[src/rtl/ps2_pkg.sv]
// Shared PS/2 definitions: command bytes, 50 MHz timing defaults and the
// host transmit state encoding, used by both the transmit and receive paths.
package ps2_pkg;

    localparam logic [7:0] PS2_CMD_RESET    = 8'hFF;
    localparam logic [7:0] PS2_CMD_DEFAULTS = 8'hF6;
    localparam logic [7:0] PS2_CMD_ENABLE   = 8'hF4;
    localparam logic [7:0] PS2_ACK          = 8'hFA;

    // 100 us inhibit, 1 us request-to-send, 15 ms device response limit
    localparam int PS2_INHIBIT_CYCLES = 5000;
    localparam int PS2_RTS_CYCLES     = 50;
    localparam int PS2_TIMEOUT_CYCLES = 750000;

    typedef enum logic [2:0] {
        TX_IDLE      = 3'd0,
        TX_INHIBIT   = 3'd1,
        TX_RTS       = 3'd2,
        TX_SHIFT     = 3'd3,
        TX_ACK       = 3'd4,
        TX_WAIT_IDLE = 3'd5,
        TX_DONE      = 3'd6,
        TX_ERROR     = 3'd7
    } tx_state_t;

    function automatic logic odd_parity(input logic [7:0] b);
        return ~^b;
    endfunction

endpackage

[src/rtl/ps2_host_tx_if.sv]
// Command handshake between a caller (master) and the PS/2 host transmitter (slave).
interface ps2_host_tx_if;

    logic [7:0] cmd_data;
    logic       cmd_send;
    logic       busy;
    logic       cmd_done;
    logic       cmd_error;

    modport master (
        output cmd_data,
        output cmd_send,
        input  busy,
        input  cmd_done,
        input  cmd_error
    );

    modport slave (
        input  cmd_data,
        input  cmd_send,
        output busy,
        output cmd_done,
        output cmd_error
    );

endinterface

[src/rtl/ps2_sync_edge.sv]
// Two-flop synchronizer for the PS/2 clock/data pin pair plus a one-cycle
// pulse on each falling edge of the synchronized clock.
module ps2_sync_edge (
    input  logic clk,
    input  logic rst_n,
    input  logic clk_raw,
    input  logic dat_raw,
    output logic clk_s,
    output logic dat_s,
    output logic clk_fall
);

    logic [1:0] clk_ff;
    logic [1:0] dat_ff;
    logic       clk_s_d;

    // Flops reset to 1 so an idle (pulled-up) bus does not produce a fake edge.
    always_ff @(posedge clk or negedge rst_n) begin
        if (!rst_n) begin
            clk_ff  <= 2'b11;
            dat_ff  <= 2'b11;
            clk_s_d <= 1'b1;
        end else begin
            clk_ff  <= {clk_ff[0], clk_raw};
            dat_ff  <= {dat_ff[0], dat_raw};
            clk_s_d <= clk_ff[1];
        end
    end

    assign clk_s    = clk_ff[1];
    assign dat_s    = dat_ff[1];
    assign clk_fall = clk_s_d & ~clk_ff[1];

endmodule

[src/rtl/ps2_host_tx.sv]
// PS/2 host-to-device command transmitter: inhibit, request-to-send, clock out
// data/parity/stop on device clock falls, then check the device ACK bit.
module ps2_host_tx
    import ps2_pkg::*;
#(
    parameter int INHIBIT_CYCLES = PS2_INHIBIT_CYCLES,
    parameter int RTS_CYCLES     = PS2_RTS_CYCLES,
    parameter int TIMEOUT_CYCLES = PS2_TIMEOUT_CYCLES
) (
    input  logic         CLOCK_50,
    input  logic         resetn,
    ps2_host_tx_if.slave cmd,
    input  logic         ps2_clk_in,
    input  logic         ps2_dat_in,
    output logic         ps2_clk_oe,
    output logic         ps2_dat_oe
);

    localparam logic [19:0] INHIBIT_LAST = 20'(INHIBIT_CYCLES - 1);
    localparam logic [19:0] RTS_LAST     = 20'(RTS_CYCLES - 1);
    localparam logic [19:0] TIMEOUT_LAST = 20'(TIMEOUT_CYCLES - 1);

    tx_state_t   state;
    logic [19:0] cnt;
    logic [9:0]  sh;
    logic [3:0]  bitcnt;
    logic        clk_s;
    logic        dat_s;
    logic        clk_fall;
    logic        timeout_hit;

    ps2_sync_edge u_sync (
        .clk      (CLOCK_50),
        .rst_n    (resetn),
        .clk_raw  (ps2_clk_in),
        .dat_raw  (ps2_dat_in),
        .clk_s    (clk_s),
        .dat_s    (dat_s),
        .clk_fall (clk_fall)
    );

    assign timeout_hit = (cnt == TIMEOUT_LAST);

    // One counter times inhibit, RTS and the device response; it restarts on every state change.
    always_ff @(posedge CLOCK_50 or negedge resetn) begin
        if (!resetn) begin
            state         <= TX_IDLE;
            cnt           <= '0;
            sh            <= '0;
            bitcnt        <= '0;
            ps2_clk_oe    <= 1'b0;
            ps2_dat_oe    <= 1'b0;
            cmd.busy      <= 1'b0;
            cmd.cmd_done  <= 1'b0;
            cmd.cmd_error <= 1'b0;
        end else begin
            cmd.cmd_done  <= 1'b0;
            cmd.cmd_error <= 1'b0;
            cnt           <= cnt + 20'd1;
            case (state)
                TX_IDLE: begin
                    cnt <= '0;
                    if (cmd.cmd_send) begin
                        sh         <= {1'b1, odd_parity(cmd.cmd_data), cmd.cmd_data};
                        bitcnt     <= '0;
                        ps2_clk_oe <= 1'b1;
                        ps2_dat_oe <= 1'b0;
                        cmd.busy   <= 1'b1;
                        state      <= TX_INHIBIT;
                    end
                end
                TX_INHIBIT: begin
                    if (cnt == INHIBIT_LAST) begin
                        cnt        <= '0;
                        ps2_dat_oe <= 1'b1;
                        state      <= TX_RTS;
                    end
                end
                TX_RTS: begin
                    if (cnt == RTS_LAST) begin
                        cnt        <= '0;
                        ps2_clk_oe <= 1'b0;
                        state      <= TX_SHIFT;
                    end
                end
                TX_SHIFT: begin
                    if (timeout_hit) begin
                        cnt           <= '0;
                        ps2_clk_oe    <= 1'b0;
                        ps2_dat_oe    <= 1'b0;
                        cmd.cmd_error <= 1'b1;
                        state         <= TX_ERROR;
                    end else if (clk_fall) begin
                        ps2_dat_oe <= ~sh[0];
                        sh         <= {1'b0, sh[9:1]};
                        bitcnt     <= bitcnt + 4'd1;
                        if (bitcnt == 4'd9) begin
                            cnt   <= '0;
                            state <= TX_ACK;
                        end
                    end
                end
                TX_ACK: begin
                    if (timeout_hit || (clk_fall && dat_s)) begin
                        cnt           <= '0;
                        ps2_clk_oe    <= 1'b0;
                        ps2_dat_oe    <= 1'b0;
                        cmd.cmd_error <= 1'b1;
                        state         <= TX_ERROR;
                    end else if (clk_fall) begin
                        cnt   <= '0;
                        state <= TX_WAIT_IDLE;
                    end
                end
                TX_WAIT_IDLE: begin
                    if (timeout_hit) begin
                        cnt           <= '0;
                        ps2_clk_oe    <= 1'b0;
                        ps2_dat_oe    <= 1'b0;
                        cmd.cmd_error <= 1'b1;
                        state         <= TX_ERROR;
                    end else if (clk_s && dat_s) begin
                        cnt          <= '0;
                        cmd.cmd_done <= 1'b1;
                        state        <= TX_DONE;
                    end
                end
                default: begin
                    // DONE and ERROR last one cycle; requests arriving here are dropped.
                    cnt        <= '0;
                    ps2_clk_oe <= 1'b0;
                    ps2_dat_oe <= 1'b0;
                    cmd.busy   <= 1'b0;
                    state      <= TX_IDLE;
                end
            endcase
        end
    end

endmodule
[src/flat_wrapper.sv]
// flat-port wrapper written by rule: the top's interface ports become plain ports
module ps2_host_tx_flat import ps2_pkg::*;
#(
    parameter int INHIBIT_CYCLES = PS2_INHIBIT_CYCLES,
    parameter int RTS_CYCLES     = PS2_RTS_CYCLES,
    parameter int TIMEOUT_CYCLES = PS2_TIMEOUT_CYCLES
)
  (CLOCK_50, resetn, ps2_clk_in, ps2_dat_in, ps2_clk_oe, ps2_dat_oe, cmd_cmd_data, cmd_cmd_send, cmd_busy, cmd_cmd_done, cmd_cmd_error);
  ps2_host_tx_if cmd_i ();
  input  logic CLOCK_50;
  input  logic resetn;
  input  logic ps2_clk_in;
  input  logic ps2_dat_in;
  output logic ps2_clk_oe;
  output logic ps2_dat_oe;
  input wire logic [$bits(cmd_i.cmd_data)-1:0] cmd_cmd_data;
  input wire logic [$bits(cmd_i.cmd_send)-1:0] cmd_cmd_send;
  output wire logic [$bits(cmd_i.busy)-1:0] cmd_busy;
  output wire logic [$bits(cmd_i.cmd_done)-1:0] cmd_cmd_done;
  output wire logic [$bits(cmd_i.cmd_error)-1:0] cmd_cmd_error;
  assign cmd_i.cmd_data = cmd_cmd_data;
  assign cmd_i.cmd_send = cmd_cmd_send;
  assign cmd_busy = cmd_i.busy;
  assign cmd_cmd_done = cmd_i.cmd_done;
  assign cmd_cmd_error = cmd_i.cmd_error;
  ps2_host_tx #(.INHIBIT_CYCLES(INHIBIT_CYCLES), .RTS_CYCLES(RTS_CYCLES), .TIMEOUT_CYCLES(TIMEOUT_CYCLES)) u_core (.CLOCK_50(CLOCK_50), .resetn(resetn), .cmd(cmd_i), .ps2_clk_in(ps2_clk_in), .ps2_dat_in(ps2_dat_in), .ps2_clk_oe(ps2_clk_oe), .ps2_dat_oe(ps2_dat_oe));
endmodule
[config.mk]
export PLATFORM = sky130hd
export DESIGN_NAME = ps2_host_tx_flat
export DESIGN_NICKNAME = d
export VERILOG_FILES = /design/src/rtl/ps2_pkg.sv /design/src/rtl/ps2_host_tx_if.sv /design/src/rtl/ps2_sync_edge.sv /design/src/rtl/ps2_host_tx.sv /design/src/flat_wrapper.sv
export SDC_FILE = /design/constraint.sdc
export NUM_CORES = 1
export LEC_CHECK = 0
export BUFFER_PORTS_ARGS = -buffer_cell sky130_fd_sc_hd__buf_4
export CORE_ASPECT_RATIO = 1.2
export CORE_UTILIZATION = 40
export CTS_BUF_LIST = sky130_fd_sc_hd__clkbuf_8
export DETAILED_ROUTE_END_ITERATION = 8
export GPL_TIMING_DRIVEN = 0
export PLACE_DENSITY_LB_ADDON = 0.25
export SLEW_MARGIN = 15
export SYNTH_ARGS = -nofsm -noshare
export SYNTH_HDL_FRONTEND = slang
export SYNTH_HIERARCHICAL = 1
export SYNTH_SLANG_ARGS = --single-unit
export TNS_END_PERCENT = 5
[constraint.sdc]
create_clock -name CLOCK_50 -period 2.69 [get_ports CLOCK_50]
set_input_delay 0.1345 -clock CLOCK_50 [delete_from_list [all_inputs] [get_ports CLOCK_50]]
set_output_delay 0.1345 -clock CLOCK_50 [all_outputs]
set_load 0.005 [all_outputs]
==> impl_metrics.env, run 1 <==
export IMPL_cts_buffers=5
export IMPL_fmax_ghz=0.397
export IMPL_grt_pass1_vias=1935
export IMPL_avgSynthCellArea_sq_um=9.69
export IMPL_gp_congestion=0.823
export IMPL_fin_crit_sh=0.936
export IMPL_pin_count=18
export IMPL_synth_area_mux_share=0.0601
export IMPL_clk_latency_ns=0.30
export IMPL_area_growth_pct=13.9
export IMPL_hold_end="u_core/sh[0]"
export IMPL_numPortBuffers=17
export IMPL_vias=1948
export IMPL_path_buf_inv=2
export IMPL_comb_power_share=0.429
export IMPL_critical_path_max_fanout=10
export IMPL_synth_adder_area_share=0.0235
export IMPL_grt_start_max_net_pins=48
export IMPL_busiest_layer="met2"
export IMPL_rsz0062_at_grt="false"
export IMPL_regToRegSetupSlack_ns=0.17
export IMPL_slew_viol_final=0
export IMPL_synth_warnings=6
export IMPL_core_area_sq_um=6090
export IMPL_met2_usage=0.292
export IMPL_cts_setup_buffers=0
export IMPL_dp_hpwl_um=3650
export IMPL_worst_hold_startpoint="cmd_cmd_data[0]"
export IMPL_drc=0
export IMPL_status="completed"
export IMPL_synth_top_area_share=0.411
export IMPL_synthCells=264
export IMPL_regToRegEndpoint="u_core/bitcnt[0]"
export IMPL_drive_gt1_frac=0.199
export IMPL_fin_crit_ns=2.52
export IMPL_grt_pass1_wl_um=8710
export IMPL_die_w_um=75.0
export IMPL_p_int_w=0.00155
export IMPL_synthTopCellsByArea="dfrtp_1, nand2_1, dfstp_2"
export IMPL_synth_compound_area_frac=0.0836
export IMPL_synth_nets=281
export IMPL_peakVddDrop_uv=369
export IMPL_hp_class="input pin to register"
export IMPL_globalRouteMet3Util=0.0290
export IMPL_startpoint="u_core/state[2]"
export IMPL_power_frac_clock=0.175
export IMPL_path_cells="clkbuf_1 > nor4b_1 > nor2_2 > clkbuf_4 > mux2_2"
export IMPL_netlist_area_sq_um=2560
export IMPL_power_leakage_nw=1.28
export IMPL_required_ns=2.87
export IMPL_hold_depth=3
export IMPL_startpoint_type="register"
export IMPL_n_antenna_cell=0
export IMPL_yosys_area_top_type="dfrtp_1"
export IMPL_drt_initial_drc_count=128
export IMPL_ant_nets=0
export IMPL_cts_root_buf="clkbuf_8"
export IMPL_start_util=0.420
export IMPL_cap_violations=0
export IMPL_p_sw_frac=0.375
export IMPL_grtUsageMet1=0.206
export IMPL_yosysUniqueCellTypes=52
export IMPL_hold_viol=0
export IMPL_synth_seq_cells=47
export IMPL_cts_path_max_buffers=2
export IMPL_switching_power_w=0.000927
export IMPL_nNetsFinal=308
export IMPL_synth_top_family_by_area="simple AND/OR/NAND/NOR gates"
export IMPL_crit_arrival_ns=2.70
export IMPL_cts_sinks=47
export IMPL_globalRouteOverflowTotal=0
export IMPL_synth_simple_area_share=0.252
export IMPL_clkSlewWorstSetupHoldPaths_ns=0.08
export IMPL_cellPowerDensity_nw_per_um2=849
export IMPL_finalSetupViolCount=0
export IMPL_finalWorstSetupSlack_ns=0.173
export IMPL_ys_seq_area_frac=0.462
export IMPL_critical_path_class="register to register"
export IMPL_fin_tns_setup_ns=0
export IMPL_drtPass1Iterations=4
export IMPL_relSlewSlack=0.211
export IMPL_ys_top_cells_by_count="dfrtp_1, nand2_1, nor2_1"
export IMPL_r2r_start="u_core/state[2]"
export IMPL_critPathCaptureType="register"
export IMPL_async_flop_share=1.00
export IMPL_finalWirelength_um=5120
export IMPL_cp_slowest_cell="nor4b_1"
export IMPL_fin_skew_ns=0.00886
export IMPL_synthFlopType="dfrtp_1"
export IMPL_dieArea_sq_um=6720
export IMPL_rows=31
export IMPL_reg2reg_depth=5
export IMPL_place_ws_ns=0.121
export IMPL_htreeDepth=2
export IMPL_cts_tree="yes"
export IMPL_antenna_found_initial=0
export IMPL_synth_xor_area_share=0.0856
export IMPL_p_seq_frac=0.396
export IMPL_max_stage_delay_ns=1.04
export IMPL_via_per_inst=5.21
export IMPL_synth_most_common_cell="dfrtp_1"
export IMPL_avgRoutedWirePerCell_um=13.7
export IMPL_crit_family="simple AND/OR/NAND/NOR gates"
export IMPL_track_usage=0.170
export IMPL_tightest_slew_ns=1.17
export IMPL_synth_edff_count=0
export IMPL_die_y_um=89.6
==> layout by cell type (no fill, tap or decap), drive strengths merged, types with 2 or more instances in the layout <==
cell,instances
a21oi,7
nand2b,5
inv,7
nor3,9
clkbuf,15
and3,4
nand3,8
nand3b,2
nand2,38
nand4,5
or4,3
nor4b,3
nor2b,3
xor2,12
a211oi,4
and4,2
o21ai,5
ha,4
dlygate4sd3,3
or3,3
xnor2,13
dfstp,5
dfrtp,42
nor2,34
mux2,11
buf,21
mux2i,3
==> repair_timing <==
item,4_1_cts,5_1_grt
gates resized for setup,0,2
hold endpoints to repair,44,0
hold buffers,3,0
setup endpoints to repair,0,7
==> flip-flops by register name, indices dropped and copies added, names as in the netlist, 2 cells and up <==
register              count
u_core/bitcnt             4
u_core/state              3
u_core/u_sync/clk_ff      2
u_core/cnt               20
u_core/sh                10
u_core/u_sync/dat_ff      2
==> metal layers <==
layer / share of wire / vias up / routed length [um]
met3: 0.022 / 9 / 113
met5: 0 / - / 0
li1: - / 961 / -
met1: 0.46 / 944 / 2340
met4: 0.017 / 0 / 89
met2: 0.50 / 34 / 2580
==> final cells by class <==
cell class | instances | area (sq um)
flip-flops and latches | 47 | 1180
fillers | 596 | 3170
multi-input cells | 198 | 1290
plain buffers | 13 | 63.8
well taps | 82 | 103
clock inverters | 2 | 8.76
inverters | 6 | 22.5
clock buffers | 6 | 82.6
repair buffers | 20 | 158
==> through the flow <==
step	cell area (sq um)	instances	utilization	power (W)	hold WS [ns]
2_1_floorplan	2560	264	-	0.00176	-0.161
3_3_place_gp	2790	363	0.458	0.00203	0.182
3_5_place_dp	2790	363	0.458	0.00205	0.183
4_1_cts	2910	374	0.478	0.00249	0.154
5_1_grt	2920	374	0.479	0.00266	0.162
6_report	2920	374	0.479	0.00247	0.158
==> power by group through the flow <==
stage	Combinational, W	Sequential, W	Clock (W)
after floorplan	0.000789	0.000970	0
after global placement	0.00104	0.000989	0
after detailed placement	0.00105	0.000995	0
after CTS	0.00106	0.000981	0.000450
after global routing	0.00119	0.00100	0.000473
final	0.00106	0.000981	0.000433
==> worst max-delay path by stage <==
stage | end | slack, ns | cells after the start
global placement | u_core/sh[6] | 0.16 | 5
global route | u_core/cnt[9] | 0.01 | 8
detailed placement | u_core/bitcnt[0] | 0.12 | 5
CTS | u_core/bitcnt[0] | 0.13 | 5
finish | u_core/bitcnt[0] | 0.17 | 5
floorplan | u_core/sh[2] | 0.53 | 8
==> worst min-delay path, delay by kind of cell <==
family | cells | cell delay, ns
buffers and inverters | 1 | 0.09
multiplexers | 2 | 0.18
==> logic make-up (layout without fill, tap and decap cells) <==
family | Yosys count | count (layout)
and+or+nand+nor | 124 | 124
adders and majority gates | 5 | 5
muxes | 14 | 14
buffers and inverters | 19 | 47
DFF | 47 | 47
AOI/OAI and AO/OA | 30 | 30
xor gates and xnor gates | 25 | 25
Power figures use the tool's default switching activity.
==> inputs of run 2 (changes only) <==
Settings changed: BUFFER_PORTS_ARGS -buffer_cell sky130_fd_sc_hd__buf_4 to unset, DONT_BUFFER_PORTS set to 1.
==> run 2 against run 1 <==
Net effect: non-clock buffer count is 16 lower; worst hold slack worse by 0.12 ns; die area stayed put; sequential share of layout area is 0.82 points higher; first-iteration DRC count is 24% lower; register-to-register slack better by 0.04 ns; final cell count is 4.3% lower; critical path depth is 3 higher; largest power group unchanged.
==> impl_metrics.env, run 2 (synthesis results as in run 1) <==
export IMPL_ff_latch_area_sq_um=1180
export IMPL_critical_path_class="register to register"
export IMPL_largest_reg_flops=20
export IMPL_fmax_ghz=0.404
export IMPL_hold_viol=0
export IMPL_startpoint_type="register"
export IMPL_grt_start_max_net_pins=48
export IMPL_cts_sinks=47
export IMPL_die_y_um=89.6
export IMPL_cts_setup_buffers=0
export IMPL_htreeDepth=2
export IMPL_reg2reg_depth=8
export IMPL_hold_depth=2
export IMPL_power_frac_clock=0.234
export IMPL_rsz0062_at_grt="false"
export IMPL_finalSetupViolCount=0
export IMPL_die_w_um=75.0
export IMPL_pin_count=18
export IMPL_dp_hpwl_um=3490
export IMPL_clk_latency_ns=0.30
export IMPL_cts_path_max_buffers=2
export IMPL_drtPass1Iterations=4
export IMPL_numPortBuffers=0
export IMPL_cellPowerDensity_nw_per_um2=909
export IMPL_cts_tree="yes"
export IMPL_track_usage=0.166
export IMPL_avgRoutedWirePerCell_um=13.9
export IMPL_grt_pass1_wl_um=8510
export IMPL_area_growth_pct=11.7
export IMPL_fillCellCount=604
export IMPL_hp_class="input pin to register"
export IMPL_multi_input_area_sq_um=1300
export IMPL_whs_ns=0.0422
export IMPL_critical_path_max_fanout=10
export IMPL_comb_power_share=0.385
export IMPL_drive_gt1_frac=0.152
export IMPL_p_seq_frac=0.381
export IMPL_fin_tns_setup_ns=0
export IMPL_cts_buffers=5
export IMPL_crit_arrival_ns=2.66
export IMPL_switching_power_w=0.000922
export IMPL_p_int_w=0.00168
export IMPL_finalWirelength_um=4980
export IMPL_mostFrequentLayoutCell="dfrtp_1"
export IMPL_power_leakage_nw=1.23
export IMPL_fin_crit_ns=2.48
export IMPL_fin_crit_sh=0.920
export IMPL_n_antenna_cell=0
export IMPL_dieArea_sq_um=6720
export IMPL_status="completed"
export IMPL_slew_viol_final=0
export IMPL_drc=0
export IMPL_clkSlewWorstSetupHoldPaths_ns=0.09
export IMPL_grt_pass1_vias=1835
export IMPL_gp_congestion=0.807
export IMPL_start_util=0.420
export IMPL_largestRegisters="u_core/cnt: 20 flops, u_core/sh: 10 flops, u_core/bitcnt: 4 flops"
export IMPL_relSlewSlack=0.505
export IMPL_globalRouteOverflowTotal=0
export IMPL_peakVddDrop_uv=311
export IMPL_antenna_found_initial=0
export IMPL_required_ns=2.88
export IMPL_rows=31
export IMPL_cap_violations=0
export IMPL_cts_root_buf="clkbuf_8"
export IMPL_registers_top_by_ff_count="u_core/cnt"
export IMPL_vias=1833
export IMPL_drt_initial_drc_count=97
export IMPL_nNetsFinal=292
export IMPL_core_area_sq_um=6090
export IMPL_layout_common_cells="dfrtp_1, nand2_1, nor2_1, xnor2_1, xor2_1"
export IMPL_ant_nets=0
export IMPL_critPathCaptureType="register"
export IMPL_tightest_slew_ns=0.733
export IMPL_via_per_inst=5.12
export IMPL_p_sw_frac=0.355
export IMPL_fin_skew_ns=0.00893
run 2: path summary, 6_finish.rpt:
check	from	to	slack (ns)
setup / recovery	u_core/cnt[0]	u_core/sh[7]	0.21
hold / removal	cmd_cmd_send	u_core/cmd.busy	0.04
setup reg to reg	u_core/cnt[0]	u_core/sh[7]	0.21
hold reg to reg	u_core/u_sync/dat_ff[0]	u_core/u_sync/dat_ff[1]	0.36
max in group asynchronous	resetn	u_core/u_sync/dat_ff[0]	2.09
min in group asynchronous	resetn	u_core/cmd.cmd_done	0.34
run 2: layout make-up:
| class | instances | area share |
|---|---|---|
| buffer | 13 | 0.0215 |
| inverter | 6 | 0.00788 |
| tap | 82 | 0.0359 |
| clock inverter | 3 | 0.0223 |
| sequential | 47 | 0.414 |
| clock buffer | 5 | 0.0241 |
| timing repair buffer | 4 | 0.0201 |
| multi-input combinational | 198 | 0.454 |
run 2: metal layers:
metal  track usage  share of wire
met3        0.0335          0.024
met1         0.210           0.45
met5             0              0
met4        0.0463         0.0064
met2         0.286           0.52
run 2: through the flow:
step	area, sq um	setup slack, ns	instances	power [W]	utilization
floorplan	2560	0.527	264	0.00176	-
global placement	2660	0.179	346	0.00197	0.437
detailed placement	2660	0.0993	346	0.00198	0.437
CTS	2850	0.0835	358	0.00262	0.468
global route	2860	0.00458	358	0.00278	0.469
finish	2860	0.214	358	0.00260	0.469
run 2: worst max-delay path: stages (launching register included):
cell and delay [ns]:
dfrtp_1 0.42, ha_1 0.25, and3_1 0.17, clkbuf_1 0.23, and4_1 0.29, a21oi_1 0.15
nor2_1 0.22, buf_2 0.29, mux2_2 0.36
run 2: power groups by stage:
stage / clock (W) / combinational, W / sequential [W]
after floorplan: 0 / 0.000789 / 0.000970
after global placement: 0 / 0.000975 / 0.000994
after detailed placement: 0 / 0.000974 / 0.00100
after CTS: 0.000630 / 0.00100 / 0.000988
after global routing: 0.000661 / 0.00111 / 0.00101
final: 0.000609 / 0.00100 / 0.000990
run 2: repair_timing:
action / 4_1_cts / 5_1_grt
gates resized for setup: 0 / 1
hold buffers: 4 / 0
hold endpoints to repair: 49 / 0
setup endpoints to repair: 0 / 1
